[src/rtl/qam_sample_source.sv]
// qam_sample_source
//   Burst generator of complex test samples for AGC loop tests. A 16-bit
//   Fibonacci LFSR feeds a QPSK or Gray-coded 16-QAM mapper. Each mapped level
//   is scaled by a programmable amplitude and saturated to 8-bit signed. One
//   symbol is emitted every RATE_DIV clocks.
//
// Parameters
//   RATE_DIV   clocks per symbol (>=1, 1 = a symbol on every clock)
//   LFSR_SEED  LFSR load value at every start (0 is replaced by 16'hACE1)
//
// Ports
//   clk          in   rising-edge system clock
//   rst          in   asynchronous active-low reset
//   start_i      in   pulse, begins a burst (honoured only in IDLE)
//   stop_i       in   pulse, aborts a burst (honoured only in RUN)
//   mod_i        in   0 = QPSK, 1 = 16-QAM (latched at start)
//   amp_i[6:0]   in   unsigned amplitude per unit level (latched at start)
//   burst_len_i  in   symbols per burst, 0 = continuous (latched at start)
//   real_o[7:0]  out  signed in-phase sample (held between strobes)
//   imag_o[7:0]  out  signed quadrature sample (held between strobes)
//   valid_o      out  one-cycle strobe marking a new sample
//   busy_o       out  high while a burst is running
//   done_o       out  one-cycle pulse when a burst ends (count or stop)
module qam_sample_source #(
  parameter int          RATE_DIV  = 4,
  parameter logic [15:0] LFSR_SEED = 16'hACE1
) (
  input  logic        clk,
  input  logic        rst,
  input  logic        start_i,
  input  logic        stop_i,
  input  logic        mod_i,
  input  logic [6:0]  amp_i,
  input  logic [15:0] burst_len_i,
  output logic [7:0]  real_o,
  output logic [7:0]  imag_o,
  output logic        valid_o,
  output logic        busy_o,
  output logic        done_o
);

  typedef enum logic [1:0] {
    ST_IDLE = 2'd0,
    ST_RUN  = 2'd1,
    ST_DONE = 2'd2
  } state_t;

  localparam logic [15:0] SEED_EFF = (LFSR_SEED == 16'h0000) ? 16'hACE1 : LFSR_SEED;
  localparam int DIV_W = (RATE_DIV > 1) ? $clog2(RATE_DIV) : 1;
  localparam logic [DIV_W-1:0] DIV_LAST = DIV_W'(RATE_DIV - 1);
  localparam logic [DIV_W-1:0] DIV_ZERO = DIV_W'(1'b0);
  localparam logic [DIV_W-1:0] DIV_ONE  = DIV_W'(1'b1);

  // x^16+x^14+x^13+x^11+1, feedback bit enters at the LSB
  function automatic logic [15:0] lfsr_step(input logic [15:0] l);
    return {l[14:0], l[15] ^ l[13] ^ l[12] ^ l[10]};
  endfunction

  // QPSK: bit set means -1
  function automatic logic signed [2:0] qpsk_level(input logic b);
    return b ? 3'sb111 : 3'sb001;
  endfunction

  // Gray-coded 4-level axis: 00->-3, 01->-1, 11->+1, 10->+3
  function automatic logic signed [2:0] qam_level(input logic [1:0] b);
    logic signed [2:0] lvl;
    case (b)
      2'b00:   lvl = 3'sb101;
      2'b01:   lvl = 3'sb111;
      2'b11:   lvl = 3'sb001;
      2'b10:   lvl = 3'sb011;
      default: lvl = 3'sb001;
    endcase
    return lvl;
  endfunction

  // level*amp in 10-bit signed (|product| <= 381), then clamp to 8-bit signed
  function automatic logic [7:0] scale_sat(input logic signed [2:0] lvl,
                                           input logic [6:0] amp);
    logic signed [9:0] lvl_x;
    logic signed [9:0] amp_x;
    logic signed [9:0] prod;
    lvl_x = {{7{lvl[2]}}, lvl};
    amp_x = {3'b000, amp};
    prod  = lvl_x * amp_x;
    if (prod > 10'sd127) begin
      return 8'h7F;
    end else if (prod < -10'sd128) begin
      return 8'h80;
    end else begin
      return prod[7:0];
    end
  endfunction

  state_t            state_q, state_d;
  logic [15:0]       lfsr_q, lfsr_d;
  logic [DIV_W-1:0]  div_q, div_d;
  logic [15:0]       cnt_q, cnt_d;
  logic              mod_q, mod_d;
  logic [6:0]        amp_q, amp_d;
  logic [15:0]       len_q, len_d;
  logic [7:0]        real_q, real_d;
  logic [7:0]        imag_q, imag_d;
  logic              valid_q, valid_d;
  logic              busy_q, busy_d;
  logic              done_q, done_d;

  logic              sym_due_s;
  logic              last_sym_s;
  logic              emit_s;
  logic signed [2:0] real_lvl_s;
  logic signed [2:0] imag_lvl_s;

  // Symbol timing and mapping of the current LFSR nibble
  always_comb begin
    sym_due_s  = (div_q == DIV_ZERO);
    last_sym_s = (len_q != 16'd0) && ((cnt_q + 16'd1) == len_q);
    // A final symbol wins over a coincident stop; otherwise stop suppresses it
    emit_s     = (state_q == ST_RUN) && sym_due_s && (!stop_i || last_sym_s);
    if (mod_q) begin
      real_lvl_s = qam_level(lfsr_q[1:0]);
      imag_lvl_s = qam_level(lfsr_q[3:2]);
    end else begin
      real_lvl_s = qpsk_level(lfsr_q[0]);
      imag_lvl_s = qpsk_level(lfsr_q[1]);
    end
  end

  // Next-state logic
  always_comb begin
    state_d = state_q;
    case (state_q)
      ST_IDLE: begin
        if (start_i) begin
          state_d = ST_RUN;
        end else begin
          state_d = ST_IDLE;
        end
      end
      ST_RUN: begin
        if (emit_s && last_sym_s) begin
          state_d = ST_DONE;
        end else if (stop_i) begin
          state_d = ST_DONE;
        end else begin
          state_d = ST_RUN;
        end
      end
      ST_DONE: state_d = ST_IDLE;
      default: state_d = ST_IDLE;
    endcase
  end

  // Datapath and registered-output next values
  always_comb begin
    lfsr_d  = lfsr_q;
    div_d   = div_q;
    cnt_d   = cnt_q;
    mod_d   = mod_q;
    amp_d   = amp_q;
    len_d   = len_q;
    real_d  = real_q;
    imag_d  = imag_q;
    valid_d = 1'b0;
    busy_d  = (state_d == ST_RUN);
    done_d  = (state_d == ST_DONE);
    if ((state_q == ST_IDLE) && start_i) begin
      mod_d  = mod_i;
      amp_d  = amp_i;
      len_d  = burst_len_i;
      lfsr_d = SEED_EFF;
      div_d  = DIV_ZERO;
      cnt_d  = 16'd0;
    end else if (state_q == ST_RUN) begin
      if (div_q == DIV_LAST) begin
        div_d = DIV_ZERO;
      end else begin
        div_d = div_q + DIV_ONE;
      end
      if (emit_s) begin
        real_d  = scale_sat(real_lvl_s, amp_q);
        imag_d  = scale_sat(imag_lvl_s, amp_q);
        valid_d = 1'b1;
        lfsr_d  = lfsr_step(lfsr_q);
        cnt_d   = cnt_q + 16'd1;
      end else begin
        valid_d = 1'b0;
      end
    end else begin
      valid_d = 1'b0;
    end
  end

  // State register
  always_ff @(posedge clk or negedge rst) begin
    if (!rst) begin
      state_q <= ST_IDLE;
    end else begin
      state_q <= state_d;
    end
  end

  // Datapath and output registers
  always_ff @(posedge clk or negedge rst) begin
    if (!rst) begin
      lfsr_q  <= SEED_EFF;
      div_q   <= DIV_ZERO;
      cnt_q   <= 16'd0;
      mod_q   <= 1'b0;
      amp_q   <= 7'd0;
      len_q   <= 16'd0;
      real_q  <= 8'd0;
      imag_q  <= 8'd0;
      valid_q <= 1'b0;
      busy_q  <= 1'b0;
      done_q  <= 1'b0;
    end else begin
      lfsr_q  <= lfsr_d;
      div_q   <= div_d;
      cnt_q   <= cnt_d;
      mod_q   <= mod_d;
      amp_q   <= amp_d;
      len_q   <= len_d;
      real_q  <= real_d;
      imag_q  <= imag_d;
      valid_q <= valid_d;
      busy_q  <= busy_d;
      done_q  <= done_d;
    end
  end

  assign real_o  = real_q;
  assign imag_o  = imag_q;
  assign valid_o = valid_q;
  assign busy_o  = busy_q;
  assign done_o  = done_q;

endmodule

[config.mk]
export PLATFORM = sky130hd
export DESIGN_NAME = qam_sample_source
export DESIGN_NICKNAME = d
export VERILOG_FILES = /design/src/rtl/qam_sample_source.sv
export SDC_FILE = /design/constraint.sdc
export NUM_CORES = 1
export LEC_CHECK = 0
export BUFFER_PORTS_ARGS = -buffer_cell sky130_fd_sc_hd__buf_2
export CORE_AREA = 2 2 97 99
export CTS_CLUSTER_DIAMETER = 50
export DETAILED_ROUTE_END_ITERATION = 10
export DIE_AREA = 0 0 99 101
export PLACE_DENSITY = 0.79
export SLEW_MARGIN = 20
export SYNTH_ARGS = -nofsm -noshare
export SYNTH_HDL_FRONTEND = slang
export SYNTH_SLANG_ARGS = --single-unit
[constraint.sdc]
create_clock -name clk -period 5.3 [get_ports clk]
set_input_delay 0.265 -clock clk [delete_from_list [all_inputs] [get_ports clk]]
set_output_delay 0.265 -clock clk [all_outputs]
set_load 0.03 [all_outputs]
# Word-level counts from Yosys, hierarchy flattened
# Cells that the tools add are included.
[totals]
ff_bits = 79
output_inout_bits = 19
wordCells = 77
[op_classes]
n_addsub = 2
n_mul = 2
n_lt_le_gt_ge = 4
n_eq_ne = 11
mux = 26
bitwise = 4
reduce_logical = 16
[ops]
columns = ["operator", "n"]
rows = [
  ["16-bit two-way mux", 6],
  ["8-bit two-way mux", 4],
  ["3-bit case mux with 4 select lines", 2],
  ["10-bit by 8-bit > comparator with 1-bit output (second input constant)", 2],
  ["10-bit by 8-bit < comparator with 1-bit output (second input constant)", 2],
  ["3-bit by 8-bit multiplier with 10-bit output", 2],
  ["16-bit by 1-bit adder with 16-bit output (second input constant)", 1],
  ["16-bit == test", 1],
  ["16-bit nonzero test", 1],
  ["2-bit == test (second input constant)", 6],
  ["3-bit two-way mux", 4],
  ["2-bit two-way mux", 5],
  ["2-bit by 1-bit == test with 1-bit output (second input constant)", 4],
  ["2-bit zero test", 4],
  ["1-bit logical AND", 5],
  ["1-bit two-way mux", 4],
  ["2-bit case mux with 2 select lines", 1],
  ["2-bit nonzero test", 2],
  ["3-bit AND reduction", 1],
  ["1-bit XOR", 3],
  ["2-bit by 1-bit adder with 2-bit output (second input constant)", 1],
  ["2-bit AND reduction", 1],
  ["1-bit zero test", 1],
  ["1-bit logical OR", 1],
  ["1-bit inverter", 1],
]

# Depth between registers and ports, before layout
# Gate-level depths: netlist of the first run.
[logic_depth]
ltp_word = 9
depth_mapped = 19
ltp_nobuf = 19

# Least setup slack after synthesis of the first run
# No wires, ideal clock.
[synth_path]
path_type = "register -> register"
from = "register lfsr_q[2]"
to = "register imag_q[4], in the netlist imag_o[4]"
arrival_ps = 4005
required_time_ps = 5179
slack_ps = 1174
stages_incl_launch_ff = 19
n_path_buf = 0
period_less_slack_ps = 4126
path_cell_list = "dfrtp_1 -> inv_1 -> ha_1 -> nor2_1 -> nand2_1 -> o21ai_1 -> or2_2 -> fa_1 -> fa_1 -> inv_1 -> ha_1 -> fa_1 -> a21o_1 -> a21oi_1 -> o21ai_0 -> xnor2_1 -> o211a_1 -> or2_2 -> a22o_1"
[synth_via]
elab_chain_cells = 7
[synth_lines]
columns = ["item", "line", "text"]
rows = [
  ["start: declaration", "96", "logic [15:0] lfsr_q, lfsr_d;"],
  ["start signal: assignment", "218", "lfsr_q <= lfsr_d;"],
  ["2-bit == test, or another cell as far along", "67", "case (b)"],
  ["3-bit case mux with 4 select lines (*)", "67", ""],
  ["3-bit two-way mux (*)", "120", "if (mod_q) begin"],
  ["3-bit by 8-bit multiplier with 10-bit output (*)", "85", "prod = lvl_x * amp_x;"],
  ["10-bit by 8-bit < comparator with 1-bit output", "88", "end else if (prod < -10'sd128) begin"],
  ["8-bit two-way mux", "88", ""],
  ["8-bit two-way mux (*)", "86", "if (prod > 10'sd127) begin"],
  ["end signal: assignment", "225", "imag_q <= imag_d;"],
  ["end: declaration", "103", "logic [7:0] imag_q, imag_d;"],
]
# Mark *: on every way between the ends. The rest lies on a longest branch, timed or not. The select of a mux whose other input is x is not followed.
# A chain may end at the register's enable or synchronous reset.

# Worst setup path in the final report of the first run
[layout_path]
from = "register lfsr_q[2]"
to = "register imag_q[0], in the netlist imag_o[0]"
# Same word-level chain as after synthesis.

==> results of run 1 <==
==> layout by cell type (no fill, tap or decap), drive strengths merged, types with 4 or more instances in the layout <==
cell type and n:
nand2 117, dfrtp 71, nor2 60, buf 48, ha 33, o21ai 26, xnor2 22, nand3 22
inv 19, a21oi 18, and3 15, fa 14, nor2b 12, xor2 11, nor3 11, a221o 11
clkbuf 10, dfstp 8, nand2b 7, nor4 7, a22o 7, or2 6, nand4 6, nand3b 5
o31ai 5, a211oi 5, or4 4
==> metrics by stage <==
step	instances	instance area, um2	total power [uW]	util	worst slack [ps]
after floorplan	583	5260	3220	-	1170
after global placement	711	5470	3670	0.609	942
after detailed placement	711	5470	3790	0.609	670
after CTS	727	5710	4390	0.636	645
after global routing	728	5730	4810	0.638	167
final	728	5730	4380	0.638	596
==> registers in the layout, summed over array words and instances, names as in the netlist <==
name,count
amp_q,7
busy_o,1
cnt_q,16
div_q,2
done_o,1
imag_o,8
len_q,16
lfsr_q,16
mod_q,1
real_o,8
state_q,2
valid_o,1
==> report_power, final <==
group / leakage (uW) / switching [uW] / internal, uW / total (uW)
combinational: 0.00168 / 1650 / 1150 / 2800
sequential: 0.000988 / 209 / 816 / 1020
clock: 0.000117 / 242 / 317 / 559
total: 0.00279 / 2100 / 2280 / 4380
==> worst reg2reg max path: cells and delay by family, from the launching register on <==
kind	cells	cell delay [ps]
adder cells (fa/ha/maj)	5	1640
XOR/XNOR	1	380
buffers and inverters	1	70
AO/OA/AOI/OAI	5	1440
flip-flops	1	390
AND/OR/NAND/NOR	5	740
==> repair_timing <==
action | 4_1_cts | 5_1_grt
hold buffers | 0 | 1
setup endpoints to repair | 0 | 0
endpoints found under the hold margin | 0 | 17
==> synth_stat cells, types with 3 or more instances <==
library cell	instances
a211oi_1	5
nand3_1	21
clkbuf_1	14
xnor2_1	22
buf_2	6
a21oi_1	9
nand3b_1	5
nor3_1	11
a221o_1	11
nand2_1	117
ha_1	33
buf_6	6
a22o_1	7
nor4_1	7
xor2_1	11
dfstp_2	8
and3_1	15
or2_2	6
buf_1	3
a21o_1	3
nand4_1	5
nand2b_1	7
o31ai_1	5
dfrtp_1	71
nor2b_1	12
fa_1	14
a21oi_2	9
o21ai_0	24
inv_1	17
or4_1	3
nor2_1	58
==> final cells by class <==
type / instances / area share
clock buffer: 10 / 0.0223
tap: 111 / 0.0243
inverter: 18 / 0.0120
sequential: 79 / 0.347
multi-input combinational: 455 / 0.529
clock inverter: 6 / 0.0201
timing repair buffer: 49 / 0.0457
==> cells by family (layout without fill, tap and decap cells) <==
| family | count (synthesis) | after routing | synth area share |
|---|---|---|---|
| AO/OA/AOI/OAI | 93 | 93 | 0.129 |
| AND/OR/NAND/NOR | 278 | 278 | 0.249 |
| buffers and inverters | 49 | 83 | 0.0466 |
| adder cells (fa/ha/maj) | 47 | 47 | 0.132 |
| flip-flops | 79 | 79 | 0.378 |
| XOR/XNOR | 34 | 34 | 0.0593 |
| multiplexers | 3 | 3 | 0.00595 |
==> final timing paths <==
check	slack, ps	from	end	depth (start not counted)
min in group asynchronous	480	rst	real_o[6]	2
worst min-delay path	80	burst_len_i[5]	len_q[5]	3
worst max-delay path	600	lfsr_q[2]	imag_o[0]	17
max in group asynchronous	4290	rst	amp_q[6]	2
worst max register to register	600	lfsr_q[2]	imag_o[0]	17
worst min register to register	460	lfsr_q[5]	lfsr_q[6]	2
==> metal layers <==
| layer | routed length, um | up-vias |
|---|---|---|
| met5 | 0 | - |
| met4 | 276 | 0 |
| met3 | 397 | 28 |
| met2 | 5940 | 92 |
| met1 | 4880 | 2083 |
| li1 | - | 2065 |
==> out/qor.yml, run 1 <==
cts:
  cts-root-buf: "clkbuf_8"
  cts_buffers: 9
  cts_max_path_buffers: 2
  clkLatencyLatePin_ps: 370
  htreeDepth: 3
  tritoncts: "done"
  cts.sinks: 79
  cts_setup_buffers: 0
  path_clk_slew_ps: 90
  cts_resized: 0
cells_and_area:
  drive_gt1_frac: 0.156
  antenna_cells: 0
  multi_input_area_mm2: 0.00303
  area.sequential_mm2: 0.00199
  num-fill-cells: 726
  fin_nets: 687
  area_growth_pct: 8.92
global_route:
  grt_util_met3: 0.0374
  met2_usage: 0.418
  grt_use_total: 0.238
  grt_pass1_vias: 4024
  top_usage_layer: "met2"
  use_met1: 0.295
  grt_pass1_wl_mm: 19.0
  grt_overflow: 0
  grt_max_degree: 80
  antenna_found_initial: 0
drt:
  ant_nets: 0
  routed_wl_mm: 11.5
  wl_per_cell_um: 15.8
  drc: 0
  first_pass_iters: 4
  vias_per_cell: 5.86
  drtIter0Drc: 238
  vias: 4268
pwr:
  leakage_uw: 0.00279
  ir_drop_uv: 702
  p_per_area_mw_per_mm2: 765
critical_path:
  crit_path_top_delay_cell: "fa_1"
  worst_path_largest_cell_delay_ps: 490
  arrival_ps: 5000
  crit_family: "adder cells"
  cp-start-kind: "flip-flop"
  required_ps: 5590
  end_kind: "flip-flop"
  path_class: "flip-flop to flip-flop"
  crit_buf_inv: 1
  critPathMaxFanout: 9
  path_cells: "inv_1 -> ha_1 -> nor2_1 -> nand2_1 -> o21ai_1 -> nor2_1 -> fa_1 -> ha_1 -> ha_1 -> fa_1 -> a21o_1 -> a21oi_1 -> o21ai_0 -> xnor2_1 -> nor3_1 -> nor2_1 -> a22o_1"
synthesis:
  synth_edf_count: 0
  yosysUniqueCellTypes: 62
  yosysTopAreaCell: "dfrtp_1"
  synthTopCellsByArea: "dfrtp_1, nand2_1, ha_1"
  yosysSeqAreaShare: 0.378
  postSynthAreaPerCell_um2: 9.02
  synthesis.area_mm2: 0.00526
  yosys.area.top_type_share: 0.338
  yosys_warnings: 0
  synthFlopType: "dfrtp_1"
  syn-num-nets: 658
  async_flop_share: 1.00
  synth_cells: 583
  synth-seq-cells: 79
floorplanning:
  core_area_mm2: 0.00898
  initial_core_util: 0.586
  rows: 35
  die-area_mm2: 0.0100
  fp.dieW_um: 99
  die-height_um: 101
  io_pins: 47
place:
  globalplace.congestion: 0.927
  hpwl_mm: 8.02
  numPortBuffers: 46
timing:
  worst_slew_pin_slew_ps: 772
  rsz0062_at_grt: "no"
  hold_violations: 0
  timing.max_slew.rel_slack: 0.470
  final-max-slew-violation-count: 0
  setup_viol: 0
  setup-tns-final_ps: 0
  clock-skew-final_ps: 12.5
  period_share: 0.888
  hold_ws_ps: 80.3
  fin_crit_ps: 4700
  max_freq_mhz: 213
hold_path:
  hold_path_class: "primary input to flip-flop"
flow_run:
  maxCapViolCount: 0
outcome:
  status: "finished, final reports clean"
Power figures use the tool's default switching activity.
==> run 2, diff against run 1 <==
Settings changed: CORE_AREA 2 2 97 99 to 2 2 115 117, DIE_AREA 0 0 99 101 to 0 0 117 119, PLACE_DENSITY 0.79 to default.
==> out/qor.yml, run 2 (synthesis gave the netlist of run 1 again) <==
outcome:
  status: "finished, violations left"
  violations: "negative hold slack"
place:
  globalplace.congestion: 0.885
  numPortBuffers: 46
  hpwl_mm: 8.16
global_route:
  grt_use_total: 0.181
  grt_pass1_vias: 4093
  grt_pass1_wl_mm: 19.7
  antenna_found_initial: 0
  grt_max_degree: 80
  grt_overflow: 0
drt:
  wl_per_cell_um: 14.7
  drtIter0Drc: 259
  ant_nets: 0
  first_pass_iters: 4
  routed_wl_mm: 11.7
  vias: 4151
  drc: 0
  vias_per_cell: 5.24
cells_and_area:
  antenna_cells: 0
  final_common_cell: "nand2_1"
  fin_nets: 686
  multi_input_area_mm2: 0.00303
  area.sequential_mm2: 0.00199
  num-fill-cells: 1267
  area_growth_pct: 11.3
  layout_common_cells: "nand2_1, dfrtp_1, nor2_1"
  fin_util: 0.454
  drive_gt1_frac: 0.157
  reg_top3: "cnt_q x16, len_q x16, lfsr_q x16"
flow_run:
  maxCapViolCount: 0
cts:
  tritoncts: "done"
  clkLatencyLatePin_ps: 350
  postCtsHoldBufs: 0
  htreeDepth: 3
  cts-root-buf: "clkbuf_16"
  cts.sinks: 79
  cts_setup_buffers: 0
  cts_max_path_buffers: 2
  cts_buffers: 9
  path_clk_slew_ps: 60
  cts_resized: 0
critical_path:
  worstReg2RegStart: "lfsr_q[2]"
  arrival_ps: 5030
  critical_path.startpoint: "lfsr_q[2]"
  required_ps: 5590
  cp-start-kind: "flip-flop"
  r2r_cells: 15
  critPathMaxFanout: 8
  end_kind: "flip-flop"
  path_class: "flip-flop to flip-flop"
pwr:
  leakage_uw: 0.00280
  p_per_area_mw_per_mm2: 755
  ir_drop_uv: 513
floorplanning:
  rows: 42
  io_pins: 47
  initial_core_util: 0.408
  die-height_um: 119
  fp.dieW_um: 117
  core_area_mm2: 0.0129
  die-area_mm2: 0.0139
timing:
  setup_viol: 0
  clock-skew-final_ps: 8.11
  final-max-slew-violation-count: 0
  hold_ws_ps: -59.5
  hold_violations: 53
  fin_crit_ps: 4730
  period_share: 0.893
  timing.max_slew.rel_slack: 0.433
  worst_slew_pin_slew_ps: 826
  max_freq_mhz: 211
  rsz0062_at_grt: "no"
  setup-tns-final_ps: 0
hold_path:
  hold_path_class: "primary input to async pin"
==> run 2: cell types whose count changed in the layout (fill, tap and decap cells not counted) <==
cell and delta:
bufinv_16 -3, clkinv_4 +2, inv_6 -1, clkinvlp_4 +1, clkbuf_1 -1, clkbuf_16 +9
dlygate4sd3_1 -1, clkbuf_8 -7
==> run 2: layer usage <==
| layer | part of all wire | GRT usage |
|---|---|---|
| met2 | 0.49 | 0.298 |
| met5 | 0 | 0 |
| met4 | 0.017 | 0.0647 |
| met3 | 0.030 | 0.0336 |
| met1 | 0.46 | 0.236 |
==> run 2: area by class of cell <==
type / instances / area share
clock inverters: 5 / 0.00706
inverters: 18 / 0.0118
clock buffers: 11 / 0.0432
repair buffers: 48 / 0.0430
well taps: 176 / 0.0376
multi-input cells: 455 / 0.518
flip-flops and latches: 79 / 0.340
==> run 2: where the power goes <==
group / switching [uW] / internal, uW / total (uW)
clock network: 271 / 346 / 618
logic: 1630 / 1150 / 2780
registers: 205 / 817 / 1020
==> run 2: path summary, 6_finish.rpt <==
path / end / slack, ps
worst max-delay path: imag_o[1] / 570
worst min-delay path: div_q[1] / -60
worst max register to register: imag_o[1] / 570
worst min register to register: lfsr_q[6] / 460
max in group asynchronous: len_q[9] / 4820
min in group clk: amp_q[5] / 100
==> run 2: metrics by stage <==
stage	power (uW)	setup slack (ps)	std cells	cell area, um2
6_report	4420	566	792	5850
5_1_grt	4890	238	792	5850
4_1_cts	4460	623	792	5840
3_5_place_dp	3800	661	776	5550
3_3_place_gp	3710	902	776	5550
2_1_floorplan	3220	1170	583	5260
==> run 2: worst max-delay path: stages, from the launching register on <==
cell and delay [ps]:
dfrtp_1 380, inv_1 70, ha_1 280, mux2i_1 490
nor2_1 130, fa_1 450, ha_1 310, ha_1 220
fa_1 400, a21o_1 190, a21oi_1 450, o21ai_0 210
xnor2_1 430, nor3_1 120, nor2_1 340, a22o_1 200
